[src/rtl/cpu_types_pkg.sv]
// Shared types for the memory arbiter slice: RAM handshake states and
// arbiter FSM states.
package cpu_types_pkg;

    typedef enum logic [1:0] {
        FREE   = 2'd0,
        BUSY   = 2'd1,
        ACCESS = 2'd2,
        ERROR  = 2'd3
    } ramstate_t;

    typedef enum logic [1:0] {
        IDLE   = 2'd0,
        DGRANT = 2'd1,
        IGRANT = 2'd2
    } arb_state_t;

endpackage

[src/rtl/mem_arbiter_link_reg.sv]
// LL/SC link register: remembers the address of the last load-linked and
// whether the reservation is still valid. A set and a clear in the same cycle
// resolve in favour of the set.
module link_reg
    import cpu_types_pkg::*;
#(
    parameter int WORD_W = 32
) (
    input  logic              CLK,
    input  logic              nRST,
    input  logic              i_set,
    input  logic              i_clear,
    input  logic [WORD_W-1:0] i_setAddr,
    input  logic [WORD_W-1:0] i_cmpAddr,
    output logic              o_valid,
    output logic [WORD_W-1:0] o_addr,
    output logic              o_match
);

    logic              r_valid;
    logic [WORD_W-1:0] r_addr;

    // Reservation state: set wins over clear, reset drops the reservation.
    always_ff @(posedge CLK or negedge nRST) begin
        if (!nRST) begin
            r_valid <= 1'b0;
            r_addr  <= '0;
        end else if (i_set) begin
            r_valid <= 1'b1;
            r_addr  <= i_setAddr;
        end else if (i_clear) begin
            r_valid <= 1'b0;
        end
    end

    assign o_valid = r_valid;
    assign o_addr  = r_addr;
    assign o_match = r_valid && (r_addr == i_cmpAddr);

endmodule

[src/rtl/mem_arbiter.sv]
// Single-port RAM arbiter between instruction fetch (I) and data (D) paths.
// D has priority, but after STARVE_LIMIT consecutive D grants with I pending
// the I side is forced through. Also owns the LL/SC reservation.
module mem_arbiter
    import cpu_types_pkg::*;
#(
    parameter int WORD_W       = 32,
    parameter int STARVE_LIMIT = 4
) (
    input  logic              CLK,
    input  logic              nRST,
    input  logic              iREN,
    input  logic [WORD_W-1:0] iaddr,
    output logic              iwait,
    output logic [WORD_W-1:0] iload,
    input  logic              dREN,
    input  logic              dWEN,
    input  logic              datomic,
    input  logic [WORD_W-1:0] daddr,
    input  logic [WORD_W-1:0] dstore,
    output logic              dwait,
    output logic [WORD_W-1:0] dload,
    output logic              ramREN,
    output logic              ramWEN,
    output logic [WORD_W-1:0] ramaddr,
    output logic [WORD_W-1:0] ramstore,
    input  logic [WORD_W-1:0] ramload,
    input  ramstate_t         ramstate
);

    localparam int            CNT_W   = $clog2(STARVE_LIMIT + 1);
    localparam logic [CNT_W-1:0] LIMIT_C = CNT_W'(STARVE_LIMIT);
    localparam logic [WORD_W-1:0] ONE_C  = WORD_W'(1);

    arb_state_t       r_state;
    arb_state_t       w_nextState;
    logic [CNT_W-1:0] r_starveCnt;

    logic w_dReq;
    logic w_ll;
    logic w_sc;
    logic w_dDone;
    logic w_iDone;
    logic w_linkSet;
    logic w_linkClear;
    logic w_linkValid;
    logic w_linkMatch;
    logic [WORD_W-1:0] w_linkAddr;

    assign w_dReq = dREN | dWEN;
    assign w_ll   = dREN & datomic;
    assign w_sc   = dWEN & datomic;

    link_reg #(.WORD_W(WORD_W)) u_linkReg (
        .CLK       (CLK),
        .nRST      (nRST),
        .i_set     (w_linkSet),
        .i_clear   (w_linkClear),
        .i_setAddr (daddr),
        .i_cmpAddr (daddr),
        .o_valid   (w_linkValid),
        .o_addr    (w_linkAddr),
        .o_match   (w_linkMatch)
    );

    // Arbiter state register; the grant decision is taken in IDLE and held here.
    always_ff @(posedge CLK or negedge nRST) begin
        if (!nRST) r_state <= IDLE;
        else       r_state <= w_nextState;
    end

    // Count back-to-back D completions while I waits; cleared by an I completion or I idling.
    always_ff @(posedge CLK or negedge nRST) begin
        if (!nRST)                              r_starveCnt <= '0;
        else if (!iREN || w_iDone)              r_starveCnt <= '0;
        else if (w_dDone && r_starveCnt < LIMIT_C) r_starveCnt <= r_starveCnt + 1'b1;
    end

    // Next-state, RAM strobes, handshakes and link-register updates.
    always_comb begin
        w_nextState = r_state;
        iwait       = 1'b1;
        dwait       = 1'b1;
        iload       = '0;
        dload       = '0;
        ramREN      = 1'b0;
        ramWEN      = 1'b0;
        ramaddr     = '0;
        ramstore    = '0;
        w_dDone     = 1'b0;
        w_iDone     = 1'b0;
        w_linkSet   = 1'b0;
        w_linkClear = 1'b0;
        case (r_state)
            IDLE: begin
                if (w_dReq && (r_starveCnt < LIMIT_C)) w_nextState = DGRANT;
                else if (iREN)                         w_nextState = IGRANT;
            end
            DGRANT: begin
                if (!w_dReq) begin
                    w_nextState = IDLE;
                end else if (w_sc && !w_linkMatch) begin
                    dwait       = 1'b0;
                    w_dDone     = 1'b1;
                    w_linkClear = 1'b1;
                    w_nextState = IDLE;
                end else begin
                    ramREN   = dREN;
                    ramWEN   = dWEN;
                    ramaddr  = daddr;
                    ramstore = dstore;
                    if (ramstate == ACCESS) begin
                        dwait       = 1'b0;
                        w_dDone     = 1'b1;
                        w_nextState = IDLE;
                        if (w_sc)      dload = ONE_C;
                        else if (dREN) dload = ramload;
                        if (w_ll) w_linkSet = 1'b1;
                        if (dWEN && w_linkMatch) w_linkClear = 1'b1;
                    end
                end
            end
            IGRANT: begin
                if (!iREN) begin
                    w_nextState = IDLE;
                end else begin
                    ramREN  = 1'b1;
                    ramaddr = iaddr;
                    if (ramstate == ACCESS) begin
                        iwait       = 1'b0;
                        iload       = ramload;
                        w_iDone     = 1'b1;
                        w_nextState = IDLE;
                    end
                end
            end
            default: w_nextState = IDLE;
        endcase
    end

    logic w_unusedLink;
    assign w_unusedLink = w_linkValid ^ (^w_linkAddr);

endmodule

[config.mk]
export PLATFORM = sky130hd
export DESIGN_NAME = mem_arbiter
export DESIGN_NICKNAME = d
export VERILOG_FILES = /design/src/rtl/cpu_types_pkg.sv /design/src/rtl/mem_arbiter_link_reg.sv /design/src/rtl/mem_arbiter.sv
export SDC_FILE = /design/constraint.sdc
export NUM_CORES = 1
export LEC_CHECK = 0
export CAP_MARGIN = 30
export CELL_PAD_IN_SITES_DETAIL_PLACEMENT = 1
export CELL_PAD_IN_SITES_GLOBAL_PLACEMENT = 1
export CORE_MARGIN = 2
export CORE_UTILIZATION = 22
export DETAILED_ROUTE_END_ITERATION = 6
export PLACE_DENSITY_LB_ADDON = 0.2
export SLEW_MARGIN = 10
export SYNTH_ARGS = -nofsm -noshare
export SYNTH_HDL_FRONTEND = slang
export SYNTH_HIERARCHICAL = 1
export SYNTH_SLANG_ARGS = --single-unit
[constraint.sdc]
create_clock -name CLK -period 3.57 [get_ports CLK]
set_clock_uncertainty 0.15 [all_clocks]
set_input_delay 0.714 -clock CLK [delete_from_list [all_inputs] [get_ports CLK]]
set_output_delay 0.714 -clock CLK [all_outputs]
set_load 0.1 [all_outputs]
## Yosys cells after proc, flatten, opt, wreduce, memory -nomap -nowiden

Cells that the tools add are included.

- Flip-flop bits (word level): 38
- Bits of input ports: 136
- Output and inout port bits: 132
- Word-level logic and storage cells: 81

- Add/subtract/negate cells: 1
- Magnitude comparators: 1
- Equality and inequality tests: 5
- Multiplexer cells: 56
- Bitwise logic cells: 3
- Reductions and logical operators: 11

Operators by type and width:

| cell | count |
|---|---|
| $mux W32 | 15 |
| $pmux W32 S2 | 1 |
| $eq A32 B32 Y1 | 1 |
| $mux W1 | 30 |
| $mux W2 | 6 |
| $mux W3 | 2 |
| $pmux W2 S3 | 1 |
| $logic_and A1 B1 Y1 | 5 |
| $eq A2 B2 Y1 const B | 2 |
| $reduce_bool A2 Y1 | 2 |
| $add A3 B1 Y3 const B | 1 |
| $lt A3 B3 Y1 const B | 1 |
| $ne A3 B3 Y1 const B | 1 |
| $and A1 B1 Y1 | 2 |
| $eq A2 B1 Y1 const B | 1 |
| $logic_not A1 Y1 | 2 |
| $logic_not A2 Y1 | 1 |
| $pmux W1 S2 | 1 |
| $logic_or A1 B1 Y1 | 1 |
| $or A1 B1 Y1 | 1 |

## Logic depth before layout (Yosys ltp)

Gate-level depths: netlist (run 1).

- Word-level depth: 10
- Gate-level depth with buffers: 10
- Gate-level depth less buffers: 10

## Hierarchy

Netlist (run 1), hierarchy kept.

By module, submodules not included:

| module | times used | cells each | area each (um^2) | sequential area each (um^2) |
|---|---|---|---|---|
| mem_arbiter | 1 | 242 | 1612.8 | 125.1 |
| link_reg | 1 | 115 | 1579.0 | 825.8 |

## Worst setup path after synthesis (run 1)

OpenSTA, ideal clock, no wires.

- Kind: input-to-output
- From: input port daddr[11]
- To: output port ramaddr[18]
- Arrival: 3.410 ns
- Data required time: 2.706 ns
- Slack: -0.704 ns
- Stages on the path: 9
- Buffers on the path: 2
- Path through: xor2_1 > nor4_1 > nand4_1 > nor3_2 > o221a_2 > buf_6 > buf_6 > a22oi_1 > nor2b_1

- Longest elaborated chain between the ends: 7

Ends and longest elaborated chain:

| what | RTL line | RTL |
|---|---|---|
| start, declared | mem_arbiter.sv:19 | `input logic [WORD_W-1:0] daddr,` |
| $eq A32 B32 Y1 | mem_arbiter_link_reg.sv:38 | `assign o_match = r_valid && (r_addr == i_cmpAddr);` |
| $logic_and A1 B1 Y1 | mem_arbiter_link_reg.sv:38 |  |
| named net w_linkMatch | mem_arbiter.sv:47 | `logic w_linkMatch;` |
| $logic_not A1 Y1 | mem_arbiter.sv:102 | `end else if (w_sc && !w_linkMatch) begin` |
| $logic_and A1 B1 Y1 | mem_arbiter.sv:102 |  |
| $mux W32 | mem_arbiter.sv:102 |  |
| $mux W32 | mem_arbiter.sv:100 | `if (!w_dReq) begin` |
| $pmux W32 S2 | mem_arbiter.sv:94 | `case (r_state)` |
| end, declared | mem_arbiter.sv:25 | `output logic [WORD_W-1:0] ramaddr,` |

The timed path passes the listed nets, and every way through them passes these cells.

## Worst setup path in the final report (run 1)

- From: input port daddr[28]
- To: output port ramaddr[18]

The elaborated chain is that of the path after synthesis.

==> results.md, run 1 <==
* Status: complete, but fails checks
* Failing checks: setup timing
* Wirelength per Cell at around 21 um
* Vias in the first global route at around 4.5k
* First-pass detailed-route iteration total at 4
* Most used cell, CP: buf_12
* Vias at between 4k and 5k
* Initial Utilization at roughly 22%
* Post-Syn Nets at about 500
* Largest net degree at the start of global routing at 42
* Final Total Pwr at ~4.9 mW
* First-pass GRT wire length at about 27000 um
* Async SR Flop Fraction at 100%
* Hold Crit Class: input pin to asynchronous set/reset pin
* Rows at 44
* Fin area at 8700 sq um
* Cells after DPL at roughly 820
* WL met3 at between 700 and 800 um
* Leakage at approximately 3.9 nW
* Root Driver: clkbuf_16
* Final setup fails at 60
* P per Cell Area at ~560 nW/um^2
* Worst Slack Setup Final at -185 ps
* CTS Hold Bufs at 0
* Overall die width at about 120 um
* Synth top area cells: dfrtp_1, and3_1, mux2_2
* Max-slew headroom at 65.5%
* Number of fill cells in the layout at 1412
* RSZ-0062 raised after global routing: true
* Measured slew at the worst slew-check pin at slightly above 500 ps
* Port bufs at 267
* Max-slew violations at 0
* Sequential area share after synthesis at slightly below 30%
* GR Util All Layers at ~22%
* Crit. End Element: output port
* Required @ worst endpoint at between 2000 and 3000 ps
* Switch Pwr at 2.33 mW
* TritonCTS buffer count at 5
* Clock edge transition at the registers on the reported setup and hold paths at 60 ps
* Nets@finish at about 800
* Distinct cells, synth at 36
* Crit-path slowest cell: dlygate4sd2_1
* Post-synth EDFFs at 0
* Final cell count without fillers at approximately 850
* Area Growth Syn to Fin at 173%
* Met2 WL at approximately 10000 um
* Core box area at ~14000 sq um
* Gpl congestion at a little under 0.9
* HPWL after detailed placement at around 13000 um
* Drt drc at 0
* M1 wire length at a little under 7000 um
* Top cells by count, synth: and3_1, dfrtp_1, and2_1
* Top-count cell post-synth: and3_1
* CP delay by family, top: simple AND/OR/NAND/NOR gates
* Post-layout min period at 3750 ps
* Post-Syn Area at about 3200 sq um
* FMAX at 0.266 GHz
* Initial antenna violation count at 1
* Vias per cell at ~4.7
* Combinational share of power at 75.6%
* Internal at around 2.5 mW
* Setup crit start kind: input pin
* Final WL at 18000 um
* Synth Instances at 357
* Dpl ws at -636 ps
* Top FF cell, synth: dfrtp_1
* Placed instance area at between 7000 and 8000 sq um
* H-tree depth at 2
* FF+latch count, synth at 38
* Synthesis warning total at 6
* CP cell instances: dlygate4sd2_1 > xor2_1 > nor4_1 > nand4_1 > nor3_4 > o221a_4 > buf_12 > buf_12 > buf_8 > a22oi_2 > nor2b_2 > buf_12
* Final worst path period share at 105%
* Worst skew pair latency at 280 ps
* Setup CP Type: input pin to output port
* Chip height at ~120 um
* Clock Path Buffers at 2
* Starting DRT DRC Count at 117
* Worst vdd ir at 0.295 mV
* Avg Inst Size Synth at just under 9 sq um
* Final hold viol count at 0
* Post-synth top area cell: dfrtp_1
* Max-capacitance violation count at 0
* CTS tree: yes
* Full die area at roughly 15000 sq um
* Crit-path max FO at 7
* Sw frac at between 40% and 50%
* Sequential Power Share at roughly 16%
* Clock Power Share at 8.7%
* # clock sinks at 38
* Ports at around 270
* Remaining global-route overflow at 0
* Share of layout cells above drive strength 1 at between 50% and 60%
* Antenna Nets Post-Route at 0
* Yosys top cell area share at 29.8%
* Post-layout util at between 60% and 70%
* Critical path's largest stage delay at 250 ps
* Max Used Layer: met4
* Worst path buffer plus inverter count at 5
* Critical path data arrival time at roughly 2900 ps
-- cells by family (layout without fill, tap and decap cells) --
logic type / count (synthesis) / in the layout / share of synthesized area [%]
AOI/OAI and AO/OA: 47 / 47 / 11.0
muxes: 34 / 34 / 11.9
and+or+nand+nor: 164 / 164 / 31.5
DFF: 38 / 38 / 29.8
buffers and inverters: 37 / 342 / 5.10
other: 0 / 1 / 0
xor gates and xnor gates: 32 / 32 / 8.78
adders and majority gates: 5 / 5 / 1.96
-- registers in the layout (all words and copies together), names as in the netlist --
| name | cells |
|---|---|
| r_starveCnt | 3 |
| u_linkReg/o_addr | 32 |
| u_linkReg/o_valid | 1 |
| r_state | 2 |
-- layout by cell type, fill, tap and decap left out, types with 2 or more instances in the layout --
cell / count
a21o_1: 2
a22oi_1: 6
a22oi_2: 26
and2_4: 33
and3_1: 64
buf_12: 142
buf_16: 3
buf_2: 9
buf_4: 42
buf_6: 7
buf_8: 3
clkbuf_16: 8
clkbuf_2: 6
clkdlybuf4s15_1: 6
clkdlybuf4s15_2: 2
clkdlybuf4s50_1: 103
clkinv_2: 2
dfrtp_1: 38
dlygate4sd2_1: 4
ha_1: 5
inv_1: 4
mux2_2: 32
mux2i_1: 2
nand2_1: 8
nand2_2: 2
nand4b_1: 2
nor2_1: 2
nor2_4: 2
nor2b_2: 2
nor2b_4: 31
nor4_1: 2
nor4_2: 4
o21ai_0: 4
o21bai_1: 2
xor2_1: 24
xor2_2: 7
-- per-layer routing --
metal | vias up | track usage, %
met5 | - | 0
met4 | 0 | 5.55
met3 | 25 | 3.87
met2 | 158 | 42.8
met1 | 1969 | 25.4
li1 | 1861 | -
-- worst register-to-register path, stage by stage (launching register included) --
cell and delay (ps):
dfrtp_1 430, xor2_2 210, nor4_2 280, buf_4 150, nand4_1 130, nor3_4 250
buf_4 170, o21a_4 140, nand2_2 60, buf_4 150, nor2_4 160, buf_12 180
mux2_2 360
-- worst paths after layout --
path                            cells past startpoint  slack [ps]                  from                   end
worst min-delay path                                1         100                  nRST  u_linkReg/o_addr[25]
min in group CLK                                    1         380  u_linkReg/o_addr[14]  u_linkReg/o_addr[14]
worst max register to register                     12         630  u_linkReg/o_addr[11]  u_linkReg/o_addr[11]
max in group asynchronous                           2        2740                  nRST  u_linkReg/o_addr[23]
worst min register to register                      1         380  u_linkReg/o_addr[14]  u_linkReg/o_addr[14]
worst max-delay path                               12        -180             daddr[28]           ramaddr[18]
-- power groups by stage --
| stage | clock network [mW] | registers, mW | logic (mW) |
|---|---|---|---|
| after floorplan | 0 | 0.717 | 2.05 |
| after global routing | 0.452 | 0.787 | 3.80 |
| final | 0.424 | 0.761 | 3.67 |
| after global placement | 0 | 0.731 | 3.15 |
| after CTS | 0.442 | 0.758 | 3.57 |
| after detailed placement | 0 | 0.749 | 3.21 |
-- per-stage QoR --
stage | setup TNS [ps] | hold slack, ps
4_1_cts | -7270 | 373
2_1_floorplan | -183 | 268
5_1_grt | -12380 | 110
3_5_place_dp | -42370 | 331
3_3_place_gp | -31770 | 327
6_report | -8080 | 104
-- area by class of cell --
cell class | instances | area (sq um) | area share [%]
diodes | 1 | 2.50 | 0.0288
clock inverters | 2 | 10.0 | 0.115
multi-input cells | 282 | 2690 | 30.9
well taps | 184 | 230 | 2.65
inverters | 4 | 15.0 | 0.173
repair buffers | 331 | 4680 | 53.7
clock buffers | 5 | 125 | 1.44
flip-flops and latches | 38 | 951 | 10.9
-- timing repair --
action                     in CTS  in global routing
gates resized for setup       162                 25
gates cloned                    4                  4
setup endpoints to repair      68                 68
buffers inserted               10                  3
pin swaps                      54                 43
Power figures use the tool's default switching activity.
==> inputs of run 2 (changes only) <==
Settings changed: CORE_UTILIZATION 22 to 23, SYNTH_HIERARCHICAL 1 to unset.
==> run 2 against run 1 <==
Net effect:
- the run still ends with setup timing left
- critical path depth down 2
- setup slack better by 80 ps
- global-route usage up 2.0 points
- utilization up 0.30 points
- worst hold slack worse by 24 ps
- non-clock buffer count down 15
- synthesized cell count up 12%
- highest routed layer unchanged
==> results.md, run 2 <==
* Port bufs at 267 (unchanged)
* Max reg flops at 32 (unchanged)
* Crit-path max FO at 5 (was 7)
* Gpl congestion at 0.828 (was 0.870)
* WL met3 at 1040 um (was 798 um)
* Area Growth Syn to Fin at 159% (was 173%)
* # clock sinks at 38 (unchanged)
* Final setup fails at 65 (was 60)
* M1 wire length at 7280 um (was 6790 um)
* Max-slew violations at 0 (unchanged)
* Full die area at 15800 sq um (was 15500 sq um)
* Initial antenna violation count at 1 (unchanged)
* Core box area at 14500 sq um (was 14400 sq um)
* Status: complete, but fails checks (unchanged)
* Final hold viol count at 0 (unchanged)
* Initial Utilization at 23.5% (was 22.2%)
* Clock Path Buffers at 2 (unchanged)
* Post-Syn Area at 3400 sq um (was 3190 sq um)
* Remaining global-route overflow at 0 (unchanged)
* Starting DRT DRC Count at 140 (was 117)
* Vias in the first global route at 4911 (was 4480)
* Wirelength per Cell at 22.5 um (was 21.2 um)
* Min Hold Slack at 79.4 ps (was 104 ps)
* Vias per cell at 4.89 (was 4.74)
* H-tree depth at 2 (unchanged)
* FF+latch count, synth at 38 (unchanged)
* Post-layout min period at 3680 ps (was 3750 ps)
* Post-synth EDFFs at 0 (unchanged)
* Yosys top cell area share at 28.0% (was 29.8%)
* Vias at 4276 (was 4013)
* Nets@finish at 829 (was 803)
* Post-Syn Nets at 541 (was 498)
* Max-slew headroom at 69.4% (was 65.5%)
* Number of fill cells in the layout at 1438 (was 1412)
* Final WL at 19700 um (was 18000 um)
* Crit. End Element: output port (unchanged)
* Share of layout cells above drive strength 1 at 51.4% (was 56.5%)
* Chip height at 126 um (was 124 um)
* HPWL after detailed placement at 14600 um (was 13300 um)
* Critical path data arrival time at 2810 ps (was 2890 ps)
* Async SR Flop Fraction at 100% (unchanged)
* Hold Crit Class: input pin to asynchronous set/reset pin (unchanged)
* Clock edge transition at the registers on the reported setup and hold paths at 50 ps (was 60 ps)
* Leakage at 3.71 nW (was 3.87 nW)
* Worst skew pair latency at 280 ps (about the same)
* Setup CP Type: input pin to output port (unchanged)
* Top cells by count, synth: and2_1, nand2_1, dfrtp_1 (was and3_1, dfrtp_1, and2_1)
* Dpl ws at -658 ps (was -636 ps)
* Met2 WL at 10700 um (was 9930 um)
* Overall die width at 126 um (was 124 um)
* Ports at 268 (unchanged)
* Top FF cell, synth: dfrtp_1 (unchanged)
* Rows at 44 (unchanged)
* Most frequent cells in the layout: buf_12, clkdlybuf4s50_1, nand2_1 (was buf_12, clkdlybuf4s50_1, and3_1)
* Distinct cells, synth at 35 (was 36)
* Avg Inst Size Synth at 8.49 sq um (was 8.94 sq um)
* Synth Instances at 400 (was 357)
* Max-capacitance violation count at 0 (unchanged)
* Synthesis warning total at 0 (was 6)
* Sequential area share after synthesis at 28.0% (was 29.8%)
* First-pass GRT wire length at 29800 um (was 27200 um)
* Antenna Nets Post-Route at 0 (unchanged)
* Final worst path period share at 103% (was 105%)
* TritonCTS buffer count at 5 (unchanged)
* GR Util All Layers at 24.4% (was 22.3%)
* Setup crit start kind: input pin (unchanged)
* Synth top area cells: dfrtp_1, and2_1, mux2_2 (was dfrtp_1, and3_1, mux2_2)
* Drt drc at 0 (unchanged)
* Worst vdd ir at 0.378 mV (was 0.295 mV)
* CTS Hold Bufs at 0 (unchanged)
* P per Cell Area at 533 nW/um^2 (was 558 nW/um^2)
* Required @ worst endpoint at 2710 ps (about the same)
* CTS tree: yes (unchanged)
* Worst Slack Setup Final at -105 ps (was -185 ps)
* Max Used Layer: met4 (unchanged)
* Most common cell after layout, fill and taps aside: buf_12 (unchanged)
* Measured slew at the worst slew-check pin at 459 ps (was 518 ps)
* RSZ-0062 raised after global routing: true (unchanged)
* FMAX at 0.272 GHz (was 0.266 GHz)
* Failing checks: setup timing (unchanged)
* Root Driver: clkbuf_16 (unchanged)
* Post-synth top area cell: dfrtp_1 (unchanged)
* First-pass detailed-route iteration total at 4 (unchanged)
* Largest net degree at the start of global routing at 52 (was 42)
* Top-count cell post-synth: and2_1 (was and3_1)
-- run 2: stage by stage --
step / power, mW / utilization, % / cells / setup TNS, ps / cell area [sq um]
3_3_place_gp: 3.85 / 57.0 / 855 / -52680 / 8250
6_report: 4.70 / 60.8 / 874 / -3980 / 8810
2_1_floorplan: 2.73 / - / 400 / 0 / 3840
3_5_place_dp: 3.92 / 57.0 / 855 / -54180 / 8250
5_1_grt: 4.87 / 60.8 / 874 / -8710 / 8810
4_1_cts: 4.69 / 60.6 / 872 / -1840 / 8770
-- run 2: layout make-up --
| class | count | area, sq um | area share (%) |
|---|---|---|---|
| clock buffer | 7 | 133 | 1.51 |
| antenna | 1 | 2.50 | 0.0284 |
| tap | 184 | 230 | 2.61 |
| timing repair buffer | 316 | 4460 | 50.6 |
| clock inverter | 1 | 30.0 | 0.341 |
| multi-input combinational | 322 | 2990 | 33.9 |
| inverter | 5 | 18.8 | 0.213 |
| sequential | 38 | 951 | 10.8 |
-- run 2: cell families (layout without fill, tap and decap cells) --
family,count (synthesis),count (layout),synth area share (%)
fa+ha+maj,5,5,1.84
flops,38,38,28.0
other cells,0,1,0
simple gates,170,170,28.0
compound gates,82,82,17.8
buf+inv,40,329,5.23
xor+xnor,30,30,7.73
mux,35,35,11.5
-- run 2: repair_timing --
item,in CTS,in global routing
gates cloned,3,2
resized for setup,196,7
setup buffers,8,1
pin swaps,72,9
endpoints found under the setup margin,100,68
-- run 2: layer usage --
layer,track usage (%),vias up
met1,27.6,2132
li1,-,1961
met4,7.91,0
met2,45.5,151
met5,0,-
met3,5.01,32
-- run 2: path summary, 6_finish.rpt --
path / from / cells past startpoint / slack, ps / end
worst max-delay path: daddr[27] / 10 / -110 / dload[0]
worst min-delay path: nRST / 1 / 80 / u_linkReg.o_addr[13]
worst max register to register: u_linkReg.o_addr[27] / 9 / 510 / u_linkReg.o_addr[6]
worst min register to register: u_linkReg.o_addr[13] / 1 / 380 / u_linkReg.o_addr[13]
max in group asynchronous: nRST / 2 / 2790 / u_linkReg.o_valid
min in group CLK: u_linkReg.o_addr[13] / 1 / 380 / u_linkReg.o_addr[13]
-- run 2: power by group --
group	internal, mW	total [mW]	switching (mW)	leakage (nW)
clock network	0.330	0.501	0.171	0.0781
logic	1.49	3.43	1.94	3.14
registers	0.598	0.768	0.170	0.494
total	2.42	4.70	2.28	3.71
-- run 2: worst max-delay path, cell delays in order --
cell     delay, ps
buf_8          100
xor2_2         140
nor4_2         340
nand4_1        240
nor4_4         360
buf_6          190
o21a_4         220
buf_12         140
and3_4         190
buf_12         170
==> inputs of run 3 (changes only) <==
Settings changed: CORE_UTILIZATION 23 to 22, PLACE_DENSITY set to 0.83, PLACE_DENSITY_LB_ADDON 0.2 to unset, SYNTH_HIERARCHICAL set to 1.
==> run 3 against run 2 <==
Net effect:
- the run still ends with setup timing left
- fmax down 0.67%
- register-to-register slack improved by 20 ps
- worst hold slack improved by 87 ps
- setup slack worse by 25 ps
- via count down 4.7%
- sequential share of layout area increased by 0.051 points
- largest power group unchanged
- highest routed layer unchanged
==> results.md, run 3 (same netlist as run 1, synthesis figures left out) <==
* CTS Hold Bufs at 0 (unchanged)
* Drt drc at 0 (unchanged)
* Switch Pwr at 2.43 mW (was 2.28 mW)
* # clock sinks at 38 (unchanged)
* Post-layout min period at 3700 ps (was 3680 ps)
* Number of fill cells in the layout at 1418 (was 1438)
* Initial Utilization at 22.2% (was 23.5%)
* Core box area at 14400 sq um (was 14500 sq um)
* Sequential Power Share at 15.6% (was 16.3%)
* Ports at 268 (unchanged)
* Most used cell, CP: buf_12 (unchanged)
* Initial antenna violation count at 1 (unchanged)
* Leakage at 3.85 nW (was 3.71 nW)
* Failing checks: setup timing (unchanged)
* Root Driver: clkbuf_16 (unchanged)
* Critical path data arrival time at 2840 ps (was 2810 ps)
* Min Hold Slack at 166 ps (was 79.4 ps)
* Most frequent cells in the layout: buf_12, clkdlybuf4s50_1, and3_1 (was buf_12, clkdlybuf4s50_1, nand2_1)
* Area Growth Syn to Fin at 175% (was 159%)
* Sw frac at 48.3% (was 48.5%)
* Cells after DPL at 817 (was 855)
* RSZ-0062 raised after global routing: true (unchanged)
* Setup CP Type: input pin to output port (unchanged)
* Starting DRT DRC Count at 105 (was 140)
* Internal at 2.61 mW (was 2.42 mW)
* Worst skew pair latency at 290 ps (was 280 ps)
* Full die area at 15500 sq um (was 15800 sq um)
* Measured slew at the worst slew-check pin at 535 ps (was 459 ps)
* Worst path buffer plus inverter count at 5 (was 4)
* Crit-path max FO at 8 (was 5)
* CP cell instances: clkdlybuf4s15_2 > xor2_2 > nor4_2 > buf_4 > nand3_4 > nor3_4 > o221a_4 > buf_6 > buf_12 > a22oi_2 > nor2b_4 > buf_12 (was buf_8 > xor2_2 > nor4_2 > nand4_1 > nor4_4 > buf_6 > o21a_4 > buf_12 > and3_4 > buf_12)
* Max-slew headroom at 64.3% (was 69.4%)
* H-tree depth at 2 (unchanged)
* Final WL at 18800 um (was 19700 um)
* CTS tree: yes (unchanged)
* First-pass detailed-route iteration total at 4 (unchanged)
* CP delay by family, top: buffers and inverters (was simple AND/OR/NAND/NOR gates)
* Wirelength per Cell at 22.2 um (was 22.5 um)
* Final worst path period share at 104% (was 103%)
* Chip height at 124 um (was 126 um)
* Nets@finish at 801 (was 829)
* Vias at 4073 (was 4276)
* P per Cell Area at 574 nW/um^2 (was 533 nW/um^2)
* Antenna Nets Post-Route at 0 (unchanged)
* Flop2flop setup slack at 530 ps (was 510 ps)
* Status: complete, but fails checks (unchanged)
* Overall die width at 124 um (was 126 um)
* Worst Slack Setup Final at -130 ps (was -105 ps)
* Worst vdd ir at 0.315 mV (was 0.378 mV)
* Remaining global-route overflow at 0 (unchanged)
* Critical path's largest stage delay at 290 ps (was 360 ps)
* R2r worst-path depth at 12 (was 9)
* Max reg flops at 32 (unchanged)
* Largest net degree at the start of global routing at 41 (was 52)
* Vias in the first global route at 4669 (was 4911)
* Share of layout cells above drive strength 1 at 58.4% (was 51.4%)
* GR Util All Layers at 22.8% (was 24.4%)
* TritonCTS buffer count at 5 (unchanged)
* Final setup fails at 59 (was 65)
* Hold Crit Class: input pin to asynchronous set/reset pin (unchanged)
* Crit. End Element: output port (unchanged)
* Max-capacitance violation count at 0 (unchanged)
* Clock Power Share at 10.1% (was 10.7%)
* Port bufs at 267 (unchanged)
* Crit-path slowest cell: nor4_2 (was nor4_4)
* Setup crit start kind: input pin (unchanged)
* Max-slew violations at 0 (unchanged)
* HPWL after detailed placement at 13700 um (was 14600 um)
* Clock Path Buffers at 2 (unchanged)
* FMAX at 0.270 GHz (was 0.272 GHz)
* Vias per cell at 4.81 (was 4.89)
* Gpl congestion at 0.806 (was 0.828)
* Most common cell after layout, fill and taps aside: buf_12 (unchanged)
* FF-to-FF End: u_linkReg/o_addr[31] (was u_linkReg.o_addr[6])
* Combinational share of power at 74.2% (was 73.0%)
* Clock edge transition at the registers on the reported setup and hold paths at 60 ps (was 50 ps)
* Final cell count without fillers at 846 (was 874)
* Rows at 44 (unchanged)
* Required @ worst endpoint at 2710 ps (about the same)
* Reg2reg start: u_linkReg/o_addr[7] (was u_linkReg.o_addr[27])
* First-pass GRT wire length at 27700 um (was 29800 um)
* Post-layout util at 61.1% (was 60.8%)
* Final hold viol count at 0 (unchanged)
[run 3: per-layer routing]
metal / GRT usage [%] / vias up / routed length (um)
li1: - / 1852 / -
met1: 23.2 / 2034 / 6790
met2: 45.5 / 158 / 10800
met3: 4.47 / 29 / 770
met4: 8.13 / 0 / 412
met5: 0 / - / 0
[run 3: worst max-delay path by stage]
stage / startpoint / end / slack, ps / cells past startpoint
global placement: daddr[25] / ramaddr[10] / -520 / 10
detailed placement: daddr[25] / ramaddr[11] / -550 / 10
global route: daddr[23] / ramaddr[11] / -230 / 12
floorplan: daddr[11] / ramaddr[18] / -180 / 9
CTS: daddr[11] / ramaddr[31] / -150 / 13
finish: daddr[23] / ramaddr[11] / -130 / 12
[run 3: cell type report]
class	instances	area, sq um	area share [%]
inverter	4	15.0	0.171
clock inverter	1	30.0	0.342
tap	184	230	2.62
sequential	38	952	10.8
clock buffer	7	133	1.51
multi-input combinational	282	2790	31.8
antenna	1	2.50	0.0285
timing repair buffer	329	4630	52.7
[run 3: power by group through the flow]
stage                     Sequential, mW  Clock [mW]  Combinational (mW)
after floorplan                    0.717           0                2.05
after global placement             0.730           0                3.15
after detailed placement           0.756           0                3.23
after CTS                          0.763       0.514                3.56
after global routing               0.813       0.534                3.86
final                              0.788       0.511                3.74
[run 3: repair_timing]
item                                    in CTS  in global routing
hold endpoints to repair                     0                  0
endpoints found under the setup margin      68                 68
buffers inserted                             9                  4
cloned                                       4                  4
pin swaps                                   37                 33
gates resized for setup                    166                 45
[run 3: metrics by stage]
stage / worst slack, ps / TNS (ps) / total power, mW / area (sq um)
floorplan: -183 / -183 / 2.76 / 3470
global placement: -521 / -37300 / 3.88 / 7930
detailed placement: -550 / -35850 / 3.98 / 7930
CTS: -147 / -5540 / 4.83 / 8520
global route: -232 / -9970 / 5.21 / 8780
finish: -130 / -3610 / 5.04 / 8780
==> variant 1, RTL diff (flow settings as in run 1) <==
Make the reset (`nRST`) synchronous in 3 clocked blocks.
--- a/src/rtl/mem_arbiter_link_reg.sv
+++ b/src/rtl/mem_arbiter_link_reg.sv
@@ -22,5 +22,5 @@
 
     // Reservation state: set wins over clear, reset drops the reservation.
-    always_ff @(posedge CLK or negedge nRST) begin
+    always_ff @(posedge CLK) begin
         if (!nRST) begin
             r_valid <= 1'b0;
--- a/src/rtl/mem_arbiter.sv
+++ b/src/rtl/mem_arbiter.sv
@@ -65,5 +65,5 @@
 
     // Arbiter state register; the grant decision is taken in IDLE and held here.
-    always_ff @(posedge CLK or negedge nRST) begin
+    always_ff @(posedge CLK) begin
         if (!nRST) r_state <= IDLE;
         else       r_state <= w_nextState;
@@ -71,5 +71,5 @@
 
     // Count back-to-back D completions while I waits; cleared by an I completion or I idling.
-    always_ff @(posedge CLK or negedge nRST) begin
+    always_ff @(posedge CLK) begin
         if (!nRST)                              r_starveCnt <= '0;
         else if (!iREN || w_iDone)              r_starveCnt <= '0;
Formal check against the unedited RTL: differs if nRST is asserted again (counterexample within 4 cycles, from zero or initial values and one cycle with nRST low); with nRST held inactive, the same outputs for 4 cycles.
==> variant 1 against run 1 <==
  * Sequential cell count unchanged
  * Critical path type unchanged
  * Worst setup slack worse by 0.17 ns
  * The run still ends with setup timing left
  * Utilization up 0.38 points
  * Fmax down 4.2%
  * Wire length down 2.6%
  * Area after synthesis up 1.7%
  * Design area up 1.4%
Power is not compared: it rests on default switching activity, and its combinational part moved more than twofold at a synthesized area within 25%.
==> variant 1: results <==
[setup_path]
timing.rr.end = u_linkReg/o_addr[6]$_SDFFE_PN0P_
slowest_stage = nor4_2
cp-endpoint = ramaddr[22]
cp.arrival_ns = 3.06
ff2ff_setup_slack_ns = 0.33
critPathMaxFanout = 6
r2r-start = u_linkReg/o_addr[11]$_SDFFE_PN0P_

[clock_network]
postCtsSetupBuffers = 20
cts_resized = 118

[sta]
setup_viol = 67
setup_ws_ns = -0.350
relSlewSlack_pct = 60.6

[logic_synthesis]
syn_avg_cell_area_um2 = 8.28
ys_seq_area_share_pct = 23.4
yosys_most_used_dff = dfxtp_1
synth_cell_type_count = 43
syn_nets = 533
synthTopCellsByArea = dfxtp_1 (23%), and2_1 (19%), nor2b_1 (13%)
async_reset_ff_share_pct = 0

[outcome]
status = complete, but fails checks
violations = setup timing

[hold_path]
hp-class = flop to flop

[place]
dp_cells = 854
gp_congestion = 0.853
place_area_um2 = 7950

[route]
finalWirelength_mm = 17.5
drt-initial-drc-count = 103
vias_per_cell = 4.59
vias = 4067

[finish]
final_layout_size_suffix_gt1_share_pct = 50.6
layout.nets = 842

[global_route]
grt_start_max_net_pins = 38
grt_pass1_wl_mm = 25.5
-- variant 1: cell families after synthesis --
logic type               count (synthesis)  share of synthesized area [%]
multiplexers                            32                           9.87
AO/OA/AOI/OAI                           55                           13.1
flip-flops                              38                           23.4
adder cells (fa/ha/maj)                  5                           1.93
AND/OR/NAND/NOR                        195                           37.6
buffers and inverters                   36                           5.74
XOR/XNOR                                31                           8.36
-- variant 1: routing by layer --
metal,GRT usage (%),up-vias,wire length (um)
met5,0,-,0
met4,3.01,0,289
met3,2.95,18,789
met2,40.6,144,9820
met1,22.9,1976,6600
li1,-,1929,-
-- variant 1: worst min path at each step --
stage                                start                     endpoint  slack (ns)  cells after the start
2_1_floorplan  r_starveCnt[1]$_SDFFE_PP0P_  r_starveCnt[1]$_SDFFE_PP0P_        0.30                      2
4_1_cts        r_starveCnt[1]$_SDFFE_PP0P_  r_starveCnt[1]$_SDFFE_PP0P_        0.33                      2
6_report       r_starveCnt[1]$_SDFFE_PP0P_  r_starveCnt[1]$_SDFFE_PP0P_        0.32                      2
3_3_place_gp   r_starveCnt[1]$_SDFFE_PP0P_  r_starveCnt[1]$_SDFFE_PP0P_        0.31                      2
3_5_place_dp   r_starveCnt[1]$_SDFFE_PP0P_  r_starveCnt[1]$_SDFFE_PP0P_        0.32                      2
5_1_grt        r_starveCnt[1]$_SDFFE_PP0P_  r_starveCnt[1]$_SDFFE_PP0P_        0.37                      2
-- variant 1: layout make-up --
| type | instances | area (um2) |
|---|---|---|
| multi-input cells | 318 | 2990 |
| inverters | 7 | 26.3 |
| fillers | 1458 | 5660 |
| clock buffers | 5 | 125 |
| clock inverters | 3 | 68.8 |
| repair buffers | 331 | 4620 |
| flip-flops and latches | 38 | 761 |
| well taps | 184 | 230 |
==> variant 2, RTL diff (settings of run 1) <==
Made on the original files. `WORD_W` is set to 32 in 2 places; all go to 24.
--- a/src/rtl/mem_arbiter_link_reg.sv
+++ b/src/rtl/mem_arbiter_link_reg.sv
@@ -5,5 +5,5 @@
     import cpu_types_pkg::*;
 #(
-    parameter int WORD_W = 32
+    parameter int WORD_W = 24
 ) (
     input  logic              CLK,
--- a/src/rtl/mem_arbiter.sv
+++ b/src/rtl/mem_arbiter.sv
@@ -5,5 +5,5 @@
     import cpu_types_pkg::*;
 #(
-    parameter int WORD_W       = 32,
+    parameter int WORD_W       = 24,
     parameter int STARVE_LIMIT = 4
 ) (
Interface: changed (8 resized); port bits go from 268 to 204. The function was not compared with the original's and may differ.
==> variant 2 against run 1 <==
  * Wire length shrank 26%
  * Area after synthesis shrank 21%
  * Fmax grew 4.2%
  * Sequential cell count shrank 8
  * Power shrank 20%
  * Worst setup slack gained 0.15 ns
  * Register-to-register slack lost 0.05 ns
  * Clock power shrank 1%
  * Largest power group unchanged
  * The flow still finishes with violations (setup timing)
  * Design area shrank 23%
==> variant 2: results <==
[place]
io_buffers = 203
dp_cells = 630
dp_hpwl_mm = 9.36
place_area_um2 = 6090

[finish]
nFillCells = 1137
clkCellAreaFrac_pct = 2.19
final_layout_size_suffix_gt1_share_pct = 54.8
seqCellArea_um2 = 751
multi_input_area_um2 = 2150
layout.nets = 615
largest_reg_flops = 24
final_cells = 652

[outcome]
status = complete, but fails checks
violations = setup timing

[sta]
setup_viol = 27
relSlewSlack_pct = 66.5
setup_ws_ns = -0.0342

[setup_path]
slowest_delay_ns = 0.43
r2r-start = u_linkReg/o_addr[12]$_DFFE_PN0P_
worstRegToRegCells = 11
cp-endpoint = ramaddr[21]

[logic_synthesis]
synthTopCellsByCount = and3_1 (45), dfrtp_1 (30), and2_1 (26), nor2b_1 (26)
synth_cell_type_count = 37
synthAdderAreaFrac_pct = 2.47
synth_compound_area_share_pct = 11.6
syn_nets = 390
synthesis.area_um2 = 2530
syn_avg_cell_area_um2 = 9.00

[global_route]
use_met2_pct = 39.5
grt_pass1_wl_mm = 20.1
grt_use_met3_pct = 3.39
grt_start_max_net_pins = 31
grt_pass1_vias = 3379

[route]
drt-initial-drc-count = 71
vias = 3058
first_pass_iters = 7
wl_met2_mm = 7.72

[hold_path]
hp-class = flop to flop

[pwr]
p_leak_nw = 2.95
variant 2: cell count changes after synthesis, moves of 8 or more:
cell	change
a22oi_1	-8
and2_1	-9
and3_1	-19
clkbuf_1	-8
dfrtp_1	-8
mux2_2	-8
nor2b_1	-8
xnor2_1	+8
xor2_1	-16
variant 2: cells by family (layout without fill, tap and decap cells):
| group | count (synthesis) | count (layout) |
|---|---|---|
| other | 0 | 2 |
| XOR/XNOR | 24 | 24 |
| AO/OA/AOI/OAI | 39 | 39 |
| multiplexers | 26 | 26 |
| adder cells (fa/ha/maj) | 5 | 5 |
| buffers and inverters | 28 | 254 |
| flip-flops | 30 | 30 |
| AND/OR/NAND/NOR | 129 | 129 |
variant 2: report_power, final:
part | internal, mW | switching (mW)
Clock | 0.276 | 0.143
Combinational | 1.29 | 1.54
Sequential | 0.482 | 0.132
variant 2: repair_timing:
action	in CTS	in global routing
setup buffers	5	2
endpoints found under the setup margin	76	51
hold buffers	0	0
pin swaps	38	36
gates resized for setup	103	34
cloned	5	1
